**src/rtl/huffman_packer.sv**
```systemverilog
// Huffman code packer: maps symbols 1..6 to variable-length codes from a per-frame table
// and packs them MSB-first into bytes, zero-padding the final byte of each frame.
module huffman_packer (
    input  logic       clk,
    input  logic       reset,
    input  logic       code_valid,
    input  logic [7:0] HC1,
    input  logic [7:0] HC2,
    input  logic [7:0] HC3,
    input  logic [7:0] HC4,
    input  logic [7:0] HC5,
    input  logic [7:0] HC6,
    input  logic [7:0] M1,
    input  logic [7:0] M2,
    input  logic [7:0] M3,
    input  logic [7:0] M4,
    input  logic [7:0] M5,
    input  logic [7:0] M6,
    input  logic       sym_valid,
    input  logic [7:0] sym_data,
    input  logic       sym_last,
    output logic       sym_ready,
    output logic       out_valid,
    output logic [7:0] out_data,
    output logic       out_last,
    input  logic       out_ready,
    output logic       err_sym,
    output logic       busy
);
    typedef enum logic [1:0] {IDLE, RUN, FLUSH} state_t;

    state_t      state, state_next;
    logic [7:0]  hc_in [1:6];
    logic [7:0]  m_in  [1:6];
    logic [7:0]  code_q [1:6];
    logic [3:0]  len_q  [1:6];
    logic [15:0] acc, acc_next, base_acc;
    logic [4:0]  cnt, cnt_next, base_cnt;
    logic        err_next;
    logic        sel_legal, push, pop;
    logic [7:0]  sel_code, code_al;
    logic [3:0]  sel_len;

    function automatic logic [3:0] popcount8(input logic [7:0] m);
        logic [3:0] c;
        c = '0;
        for (int unsigned i = 0; i < 8; i++) c = c + {3'b000, m[i]};
        return c;
    endfunction

    assign hc_in[1] = HC1;  assign m_in[1] = M1;
    assign hc_in[2] = HC2;  assign m_in[2] = M2;
    assign hc_in[3] = HC3;  assign m_in[3] = M3;
    assign hc_in[4] = HC4;  assign m_in[4] = M4;
    assign hc_in[5] = HC5;  assign m_in[5] = M5;
    assign hc_in[6] = HC6;  assign m_in[6] = M6;

    // Codes are stored masked so bits beyond the code length never leak into acc.
    always_ff @(posedge clk or posedge reset) begin
        if (reset) begin
            for (int unsigned k = 1; k <= 6; k++) begin
                code_q[k] <= '0;
                len_q[k]  <= '0;
            end
        end else if (state == IDLE && code_valid) begin
            for (int unsigned k = 1; k <= 6; k++) begin
                code_q[k] <= hc_in[k] & m_in[k];
                len_q[k]  <= popcount8(m_in[k]);
            end
        end else if (state == FLUSH && state_next == IDLE) begin
            for (int unsigned k = 1; k <= 6; k++) begin
                code_q[k] <= '0;
                len_q[k]  <= '0;
            end
        end
    end

    always_comb begin
        sel_legal = (sym_data >= 8'd1) && (sym_data <= 8'd6);
        sel_code  = '0;
        sel_len   = '0;
        for (int unsigned k = 1; k <= 6; k++) begin
            if (sym_data == 8'(k)) begin
                sel_code = code_q[k];
                sel_len  = len_q[k];
            end
        end
        code_al = sel_code << (4'd8 - sel_len);
    end

    always_comb begin
        state_next = state;
        acc_next   = acc;
        cnt_next   = cnt;
        err_next   = 1'b0;
        sym_ready  = 1'b0;
        out_valid  = 1'b0;
        out_last   = 1'b0;
        push       = 1'b0;
        pop        = 1'b0;
        base_acc   = acc;
        base_cnt   = cnt;
        case (state)
            IDLE: begin
                if (code_valid) state_next = RUN;
            end
            RUN: begin
                sym_ready = (cnt <= 5'd8);
                out_valid = (cnt >= 5'd8);
                push      = sym_valid && sym_ready;
                pop       = out_valid && out_ready;
                // Pop first, then append at the post-pop position; both only coincide at cnt == 8.
                if (pop) begin
                    base_acc = acc << 8;
                    base_cnt = cnt - 5'd8;
                end
                acc_next = base_acc;
                cnt_next = base_cnt;
                if (push) begin
                    if (sel_legal) begin
                        acc_next = base_acc | ({code_al, 8'h00} >> base_cnt);
                        cnt_next = base_cnt + {1'b0, sel_len};
                    end else begin
                        err_next = 1'b1;
                    end
                    if (sym_last) state_next = FLUSH;
                end
            end
            FLUSH: begin
                out_valid = 1'b1;
                out_last  = (cnt <= 5'd8);
                if (out_ready) begin
                    if (out_last) begin
                        state_next = IDLE;
                        acc_next   = '0;
                        cnt_next   = '0;
                    end else begin
                        acc_next = acc << 8;
                        cnt_next = cnt - 5'd8;
                    end
                end
            end
            default: state_next = IDLE;
        endcase
    end

    always_ff @(posedge clk or posedge reset) begin
        if (reset) begin
            state   <= IDLE;
            acc     <= '0;
            cnt     <= '0;
            err_sym <= 1'b0;
        end else begin
            state   <= state_next;
            acc     <= acc_next;
            cnt     <= cnt_next;
            err_sym <= err_next;
        end
    end

    assign out_data = acc[15:8];
    assign busy     = (state != IDLE);
endmodule
```
**config.mk**
```make
export PLATFORM = sky130hd
export DESIGN_NAME = huffman_packer
export DESIGN_NICKNAME = d
export VERILOG_FILES = /design/src/rtl/huffman_packer.sv
export SDC_FILE = /design/constraint.sdc
export NUM_CORES = 1
export LEC_CHECK = 0
export ABC_AREA = 0
export BUFFER_PORTS_ARGS = -buffer_cell sky130_fd_sc_hd__buf_2
export CAP_MARGIN = 5
export CORE_MARGIN = 2
export CORE_UTILIZATION = 62
export CTS_BUF_LIST = sky130_fd_sc_hd__clkbuf_16
export DETAILED_ROUTE_END_ITERATION = 12
export GPL_ROUTABILITY_DRIVEN = 0
export PLACE_DENSITY = 0.87
export SLEW_MARGIN = 20
export SYNTH_ARGS = -nofsm -noshare
export SYNTH_HDL_FRONTEND = slang
export SYNTH_SLANG_ARGS = --single-unit
```
**constraint.sdc**
```tcl
create_clock -name clk -period 5.5 [get_ports clk]
set_input_delay 0 -clock clk [delete_from_list [all_inputs] [get_ports clk]]
set_output_delay 0 -clock clk [all_outputs]
set_load 0.1 [all_outputs]
```
==> results.json, run 1 <==
{
  "ctsResizeCount": 0,
  "regToRegStartpoint": "state[0]",
  "dieHeight_um": 111.2,
  "r2r_setup_slack_ns": 1.14,
  "vias_per_cell": 6.836,
  "synth_area_um2": 7123,
  "p_sw_frac": 0.4305,
  "p_per_area_nw_per_um2": 412.2,
  "syn_area_per_cell_um2": 9.758,
  "vdd_drop_max_mv": 0.5805,
  "portBuffers": 122,
  "slew_viol_final": 0,
  "p_int_uw": 2100,
  "min_to": "len_q[12]",
  "grt_setup_unrepaired": "no",
  "clock_skew_ns": 0.01048,
  "p_leak_uw": 0.004209,
  "ys_seq_area_frac": 0.3373,
  "maxSlewHeadroom": 0.2820,
  "crit_path_start_kind": "flop",
  "clock-sinks": 96,
  "final_cell_count_no_fill": 1061,
  "pin_count": 123,
  "max-cap-violations": 0,
  "yosys.area_share.adder": 0.1212,
  "netSwitchingPower_uw": 1587,
  "grt_pass1_wl_um": 38030,
  "synth_flop_cell": "dfrtp_1",
  "grt_util_all_layers": 0.3872,
  "ys_ff_latch": 96,
  "placed_cell_area_um2": 7690,
  "grt_pass1_vias": 7349,
  "holdPathStages": 3,
  "cts.hold.buffers_added": 98,
  "synthSimpleGateAreaFrac": 0.1305,
  "hold_path_class": "in -> reg",
  "min_from": "M3[2]",
  "synth_top_area_cell": "dfrtp_1",
  "drt_wl_total_um": 23740,
  "numCtsBuffers": 9,
  "ys_top_cells_by_count": "dfrtp_1, inv_1, nand2_1",
  "status": "complete, no violations",
  "clk_transition_reported_paths_ns": 0.07,
  "hold_violations": 0,
  "drc": 0,
  "antenna_found_initial": 0,
  "grt-ovfl-total": 0,
  "path_max_fanout": 74,
  "synthXorXnorAreaFrac": 0.01353,
  "dieArea_um2": 12360,
  "ant_nets": 0,
  "htree_levels": 3,
  "comb_power_share": 0.498,
  "dp_hpwl_um": 14800,
  "synth_top_family_by_area": "compound AO/OA/AOI/OAI gates",
  "die_w_um": 111.2,
  "arrival_ns": 4.65,
  "grt_max_degree": 75,
  "finalSetupViolCount": 0,
  "r2r-end": "code_q[20]",
  "async_flop_share": 1.000,
  "period_share": 0.7924,
  "cts_tree": "built",
  "dp_slack_ns": 1.952,
  "area_growth_pct": 25.59,
  "fin_area_um2": 8946,
  "initial_core_util": 0.6292,
  "min_period_ns": 4.358,
  "avgRoutedWirePerCell_um": 22.37,
  "synth_nets": 894,
  "endpoint_kind": "flop",
  "tightest_slew_ns": 1.050,
  "finalSetupTns_ns": 0,
  "synth_compound_area_frac": 0.2558,
  "nNetsFinal": 1077,
  "clkPwrFrac": 0.165,
  "drtIter0Drc": 1105,
  "coreArea_um2": 11320,
  "cts_root_buf": "clkbuf_16",
  "synth_edf_count": 0,
  "n_antenna_cell": 0,
  "ff2ff_path_depth": 12,
  "synthDistinctLibCells": 82,
  "fmax_ghz": 0.2295,
  "n_fill_cell": 685,
  "worst_slack_ns": 1.142,
  "yosysMostFrequentCell": "dfrtp_1",
  "yosys.area.top_type_share": 0.3373,
  "dpl.cell_count": 947,
  "ctsLongestPathBuffers": 2,
  "num_rows": 39,
  "drive_above_1_share": 0.1917,
  "required_ns": 5.79,
  "worstSetupPathType": "reg -> reg",
  "vias": 7253,
  "drt_pass1_iterations": 8,
  "post_cts_buffers": 0,
  "synth_mux_area_frac": 0.06692,
  "worstSkewPairLatency_ns": 0.37,
  "postSynthCellCount": 730,
  "seq_power_share": 0.337,
  "yosys_warnings": 0,
  "netlist_top_cells_area": "dfrtp_1, fa_1, a32o_1, ha_1, inv_1"
}
-- kinds of logic after synthesis --
kind of cell    after synthesis
simple gates                181
mux                          39
compound gates              227
fa+ha+maj                    54
buf+inv                     122
flops                        96
xor+xnor                     11
-- layout by cell type, fill, tap and decap left out, drive strengths merged, types with 4 or more instances in the layout --
cell type and count:
clkbuf 9, nand3 25, nor2b 9, dlygate4sd3 98, inv 70, fa 25, mux4 4, a21oi 27
o31ai 4, nand4 4, mux2i 19, o21ai 28, o211ai 8, a32oi 6, nand2 51, a32o 48
nor3 15, nor2 35, a21o 9, a22oi 6, ha 29, buf 125, mux2 16, xor2 8
a221o 9, a31oi 6, clkinv 6, and2 11, and3 4, a221oi 5, nand2b 10, dfrtp 96
nor4 4, o221ai 8, a22o 22, o22ai 5
-- layer usage --
| metal | global-route usage | routed length, um | vias to the layer above |
|---|---|---|---|
| li1 | - | - | 3100 |
| met1 | 0.4744 | 8764 | 3467 |
| met2 | 0.6488 | 11440 | 586 |
| met3 | 0.09021 | 2509 | 100 |
| met4 | 0.1835 | 1027 | 0 |
| met5 | 0 | 0 | - |
-- stage by stage --
| stage | utilization | total power, uW | hold slack, ns |
|---|---|---|---|
| floorplan | - | 2268 | 0.1386 |
| global placement | 0.6793 | 2598 | 0.07983 |
| detailed placement | 0.6793 | 2676 | 0.08930 |
| CTS | 0.7902 | 3548 | 0.007802 |
| global route | 0.7902 | 3854 | 0.03570 |
| finish | 0.7902 | 3687 | 0.01997 |
-- sequential cells by signal (all words and copies together) (netlist names) --
name	count
cnt	5
len_q	24
code_q	48
acc	16
err_sym	1
state	2
-- worst max path at each step --
stage | from | end | slack [ns] | depth (start not counted)
after detailed placement | sym_data[0] | cnt[4] | 1.95 | 13
after global routing | state[0] | code_q[15] | 0.86 | 12
after floorplan | cnt[1] | cnt[4] | 2.51 | 13
final | state[0] | code_q[20] | 1.14 | 12
after global placement | sym_data[0] | cnt[4] | 2.06 | 13
after CTS | state[0] | code_q[13] | 1.42 | 12
-- critical path: stages, from the launching register on --
cell,delay (ns)
dfrtp_1,0.42
inv_1,0.11
ha_1,0.23
inv_1,0.10
nor2_4,0.10
buf_4,0.63
nor2_1,0.13
nor3_1,0.31
nor2_1,0.13
a21oi_4,0.79
buf_4,0.52
a32o_1,0.19
dlygate4sd3_1,0.57
-- power groups by stage --
stage,registers [uW],clock network (uW),logic (uW)
after CTS,1210,600,1740
final,1240,609,1840
after floorplan,1120,0,1140
after global placement,1200,0,1390
after global routing,1260,626,1970
after detailed placement,1220,0,1460
-- cell type report --
class,instances,area [um^2],share of cell area
clock buffer,9,225.2,0.02517
timing repair buffer,223,1614,0.1804
inverter,71,269.0,0.03007
sequential,96,2402,0.2685
clock inverter,7,50.05,0.005594
tap,143,178.9,0.02000
multi-input combinational,512,4207,0.4702
No activity file was read; power rests on OpenSTA's default activity.
==> run 2: changes to the inputs <==
--- a/config.mk
+++ b/config.mk
@@ -9,11 +9,11 @@
 export BUFFER_PORTS_ARGS = -buffer_cell sky130_fd_sc_hd__buf_2
 export CAP_MARGIN = 5
 export CORE_MARGIN = 2
-export CORE_UTILIZATION = 62
+export CORE_UTILIZATION = 58
 export CTS_BUF_LIST = sky130_fd_sc_hd__clkbuf_16
 export DETAILED_ROUTE_END_ITERATION = 12
 export GPL_ROUTABILITY_DRIVEN = 0
-export PLACE_DENSITY = 0.87
+export PLACE_DENSITY = 0.82
 export SLEW_MARGIN = 20
 export SYNTH_ARGS = -nofsm -noshare
 export SYNTH_HDL_FRONTEND = slang
==> constraint.sdc (replaced) <==
create_clock -name clk -period 4.1 [get_ports clk]
set_input_delay 0 -clock clk [delete_from_list [all_inputs] [get_ports clk]]
set_output_delay 0 -clock clk [all_outputs]
set_load 0.1 [all_outputs]
==> run 2 against run 1 <==
- largest power group unchanged
- final area grew 0.57%
- final cell count grew 0.75%
- sequential power grew 35%
- largest cell class unchanged
==> results.json, run 2 (same netlist as run 1, synthesis figures left out) <==
{
  "status": "complete, no violations",
  "period_share": 0.9136,
  "p_per_area_nw_per_um2": 547.7,
  "hold_path_class": "in -> reg",
  "worst-path-buf-inv": 3,
  "finalSetupTns_ns": 0,
  "clock_skew_ns": 0.006984,
  "total_power_uw": 4928,
  "ctsResizeCount": 0,
  "post_cts_buffers": 0,
  "clk_transition_reported_paths_ns": 0.07,
  "max-cap-violations": 0,
  "top_register": "code_q",
  "grt_max_degree": 74,
  "die_w_um": 114.8,
  "grt_pass1_vias": 7219,
  "final_common_cell": "buf_2",
  "dieHeight_um": 114.8,
  "grt-ovfl-total": 0,
  "dp_hpwl_um": 15200,
  "clock-sinks": 96,
  "portBuffers": 122,
  "gr-usage-met2": 0.6162,
  "numCtsBuffers": 9,
  "grt_pass1_wl_um": 36830,
  "layout_common_cells": "buf_2, dlygate4sd3_1, dfrtp_1",
  "crit_path_start_kind": "flop",
  "cts_tree": "built",
  "n_fill_cell": 808,
  "cts.hold.buffers_added": 98,
  "grt_util_all_layers": 0.3643,
  "slew_viol_final": 0,
  "dieArea_um2": 13180,
  "nNetsFinal": 1082,
  "avgRoutedWirePerCell_um": 21.84,
  "coreArea_um2": 12010,
  "pin_count": 123,
  "crit_path_max_incr_delay_ns": 0.63,
  "worstSetupPathType": "reg -> reg",
  "worstSkewPairLatency_ns": 0.36,
  "grt_setup_unrepaired": "no",
  "vias_per_cell": 6.651,
  "drt_pass1_iterations": 6,
  "ctsLongestPathBuffers": 2,
  "initial_core_util": 0.5930,
  "worst_slack_ns": 0.3544,
  "tightest_slew_ns": 0.8391,
  "drive_above_1_share": 0.1963,
  "cts_root_buf": "clkbuf_16",
  "fmax_ghz": 0.2670,
  "min_period_ns": 3.746,
  "area_growth_pct": 26.31,
  "path_cells": "inv_1, ha_1, a31o_2, nand2_1, a221oi_1, nor3_1, nor2_1, a21oi_4, buf_12, a32o_1, dlygate4sd3_1",
  "seq_area_um2": 2402,
  "globalRoute.busiestLayer": "met2",
  "required_ns": 4.39,
  "antenna_found_initial": 0,
  "largest_reg_flops": 48,
  "finalSetupViolCount": 0,
  "n_antenna_cell": 0,
  "vias": 7110,
  "drt_wl_total_um": 23350,
  "p_sw_frac": 0.4264,
  "maxSlewHeadroom": 0.4406,
  "met3_usage": 0.07960,
  "arrival_ns": 4.04,
  "path_max_fanout": 51,
  "multiInputGateArea_um2": 4207,
  "comb_power_share": 0.499,
  "htree_levels": 3,
  "seq_power_share": 0.338,
  "endpoint_kind": "flop",
  "num_rows": 40,
  "cp_slowest_cell": "a21oi_4",
  "drtIter0Drc": 950,
  "p_int_uw": 2827,
  "hold_violations": 0,
  "top_regs": "code_q: 48 flops, len_q: 24 flops, acc: 16 flops",
  "vdd_drop_max_mv": 0.3123,
  "drc": 0,
  "critPathTopFamily": "compound AO/OA/AOI/OAI gates",
  "dp_slack_ns": 0.7065,
  "met1_usage": 0.4426,
  "ant_nets": 0,
  "p_leak_uw": 0.004236,
  "netSwitchingPower_uw": 2101,
  "clkPwrFrac": 0.163
}
## run 2: area by class of cell
class                           instances  area share
Clock inverter                          6    0.005145
Tap cell                              147     0.02044
Inverter                               71     0.02990
Timing Repair Buffer                  228      0.1850
Multi-Input combinational cell        512      0.4675
Clock buffer                            9     0.02503
Sequential cell                        96      0.2670
## run 2: power by group through the flow
stage,logic [uW],clock network (uW),registers (uW)
floorplan,1530,0,1510
global placement,1910,0,1630
detailed placement,1980,0,1640
CTS,2360,807,1630
global route,2630,844,1690
finish,2460,805,1670
## run 2: path summary, 6_finish.rpt
check,cells after the start,end,startpoint,slack [ns]
setup / recovery,11,code_q[36],cnt[3],0.35
hold / removal,3,len_q[12],M3[2],0.02
setup reg to reg,11,code_q[36],cnt[3],0.35
hold reg to reg,2,len_q[3],len_q[3],0.50
max in group asynchronous,4,code_q[40],reset,2.78
min in group asynchronous,3,code_q[37],reset,0.30
## run 2: through the flow
| stage | std cells | utilization | hold WS [ns] | instance area (um^2) |
|---|---|---|---|---|
| 3_5_place_dp | 956 | 0.6448 | 0.1574 | 7745 |
| 4_1_cts | 1069 | 0.7491 | 0.004624 | 8997 |
| 3_3_place_gp | 956 | 0.6448 | 0.1503 | 7745 |
| 5_1_grt | 1069 | 0.7491 | 0.03164 | 8997 |
| 2_1_floorplan | 730 | - | 0.1386 | 7123 |
| 6_report | 1069 | 0.7491 | 0.02057 | 8997 |
## run 2: worst reg2reg max path: cells and delay by family (launching register included)
kind,cells,cell delay (ns)
and+or+nand+nor,3,0.55
buffers and inverters,3,1.13
AOI/OAI and AO/OA,4,1.23
DFF,1,0.49
adders and majority gates,1,0.29
## run 2: per-layer routing
metal / part of all wire / routed length (um)
met1: 0.38 / 8793
met2: 0.48 / 11250
met3: 0.094 / 2206
met4: 0.047 / 1094
met5: 0 / 0
==> run 3: changes to the inputs <==
--- a/config.mk
+++ b/config.mk
@@ -9,11 +9,12 @@
 export BUFFER_PORTS_ARGS = -buffer_cell sky130_fd_sc_hd__buf_2
 export CAP_MARGIN = 5
 export CORE_MARGIN = 2
-export CORE_UTILIZATION = 58
+export CORE_UTILIZATION = 55
 export CTS_BUF_LIST = sky130_fd_sc_hd__clkbuf_16
 export DETAILED_ROUTE_END_ITERATION = 12
 export GPL_ROUTABILITY_DRIVEN = 0
-export PLACE_DENSITY = 0.82
+export GPL_TIMING_DRIVEN = 0
+export PLACE_DENSITY = 0.78
 export SLEW_MARGIN = 20
 export SYNTH_ARGS = -nofsm -noshare
 export SYNTH_HDL_FRONTEND = slang
==> run 3 against run 2 <==
- power rose by 3.1%
- hold slack improved by 0.021 ns
- critical endpoint is now cnt[4]
- sequential share of layout area fell by 0.75 points
- first-iteration DRC count fell by 4.6%
- non-clock buffer count rose by 43
- clock skew rose by 0.0047 ns
- register-to-register slack got worse by 0.06 ns
- combinational power rose by 4%
- maximum frequency fell by 1.6%
- critical path depth rose by 2
- via count rose by 3.6%
- largest power group unchanged
==> results.json, run 3 (same netlist as run 1, synthesis figures left out) <==
{
  "clock-sinks": 96,
  "crit_path_start_kind": "flop",
  "n_fill_cell": 903,
  "drc": 0,
  "worstSkewPairLatency_ns": 0.36,
  "final_common_cell": "buf_2",
  "min_from": "out_ready",
  "period_share": 0.9286,
  "maxSlewHeadroom": 0.3668,
  "nNetsFinal": 1125,
  "finalSetupTns_ns": 0,
  "hold_violations": 0,
  "largest_reg_flops": 48,
  "top_register": "code_q",
  "drive_above_1_share": 0.1977,
  "vias_per_cell": 6.472,
  "htree_levels": 3,
  "numCtsBuffers": 9,
  "seq_area_um2": 2402,
  "worst_slack_ns": 0.2927,
  "cp-startpoint": "cnt[1]",
  "ff2ff_path_depth": 13,
  "drtIter0Drc": 906,
  "avgRoutedWirePerCell_um": 21.57,
  "die_w_um": 117.8,
  "finalSetupViolCount": 0,
  "dieArea_um2": 13880,
  "grt_pass1_vias": 7513,
  "clock_skew_ns": 0.01167,
  "slew_viol_final": 0,
  "p_per_area_nw_per_um2": 548.7,
  "coreArea_um2": 12620,
  "dp_slack_ns": 0.4716,
  "vias": 7365,
  "fmax_ghz": 0.2627,
  "endpoint_kind": "flop",
  "top_regs": "code_q: 48 flops, len_q: 24 flops, acc: 16 flops",
  "initial_core_util": 0.5644,
  "ant_nets": 0,
  "grt_max_degree": 75,
  "dpl.cell_count": 1024,
  "min_period_ns": 3.807,
  "drt_pass1_iterations": 6,
  "antenna_found_initial": 0,
  "cts_root_buf": "clkbuf_16",
  "pin_count": 123,
  "cts_tree": "built",
  "n_antenna_cell": 0,
  "vdd_drop_max_mv": 0.3236,
  "grt_pass1_wl_um": 38940,
  "hold_path_class": "in -> reg",
  "dieHeight_um": 117.8,
  "finish.utilization": 0.7337,
  "arrival_ns": 4.04,
  "regToRegStartpoint": "cnt[1]",
  "area_growth_pct": 29.98,
  "dp_hpwl_um": 16850,
  "grt-ovfl-total": 0,
  "grt_util_all_layers": 0.3578,
  "clk_transition_reported_paths_ns": 0.07,
  "path_max_fanout": 8,
  "r2r_setup_slack_ns": 0.29,
  "max-cap-violations": 0,
  "p_leak_uw": 0.004350,
  "ctsLongestPathBuffers": 2,
  "portBuffers": 121,
  "r2r-end": "cnt[4]",
  "crit_path_end": "cnt[4]",
  "grt_setup_unrepaired": "no",
  "drt_wl_total_um": 24550,
  "tightest_slew_ns": 0.9474,
  "status": "complete, no violations",
  "post_cts_buffers": 0,
  "layout_common_cells": "buf_2, dlygate4sd3_1, dfrtp_1",
  "required_ns": 4.33,
  "num_rows": 41,
  "worstSetupPathType": "reg -> reg",
  "final_cell_count_no_fill": 1138,
  "multiInputGateArea_um2": 4193
}
run 3: worst min-delay path by stage:
stage	endpoint	slack, ns	cells after the start
floorplan	err_sym	0.14	2
global placement	code_q[1]	0.25	2
detailed placement	code_q[38]	-0.03	2
CTS	len_q[12]	0.01	3
global route	len_q[0]	0.06	3
finish	cnt[4]	0.04	3
run 3: final cells by class:
| type | count | area share |
|---|---|---|
| multi-input combinational | 512 | 0.4528 |
| buffer | 51 | 0.02878 |
| timing repair buffer | 220 | 0.1743 |
| inverter | 71 | 0.02932 |
| clock inverter | 7 | 0.007703 |
| tap | 172 | 0.02324 |
| sequential | 96 | 0.2595 |
| clock buffer | 9 | 0.02432 |
run 3: worst max-delay path: stages, from the launching register on:
cell	delay, ns
dfrtp_1	0.39
clkbuf_1	0.21
or2_2	0.37
o41ai_1	0.51
and2_1	0.21
clkbuf_1	0.32
xnor2_1	0.28
ha_1	0.38
o21ai_0	0.09
a21oi_1	0.31
xor2_1	0.19
o21ai_0	0.10
a221oi_1	0.26
a21oi_1	0.06
run 3: where the power goes:
group,internal (uW),switching (uW),leakage [uW]
Sequential,1310,342,0.00126
Combinational,1130,1430,0.00294
Clock,473,395,0.000145
run 3: routing by layer:
layer / vias to the layer above / part of all wire / GRT usage
met2: 507 / 0.48 / 0.6068
li1: 3201 / - / -
met1: 3568 / 0.38 / 0.4376
met5: - / 0 / 0
met3: 89 / 0.094 / 0.06541
met4: 0 / 0.044 / 0.1800
run 3: timing repair:
item,4_1_cts,5_1_grt
gates resized for setup,0,1
hold buffers,98,0
endpoints found under the hold margin,145,0
endpoints found under the setup margin,0,2
run 3: per-stage QoR:
step / total power (uW) / cell area, um^2 / hold WS, ns
final: 5080 / 9259 / 0.04169
after global routing: 5323 / 9259 / 0.05691
after CTS: 4950 / 9255 / 0.01310
after detailed placement: 3706 / 7978 / -0.03112
after global placement: 3609 / 7944 / 0.2460
after floorplan: 3042 / 7123 / 0.1386
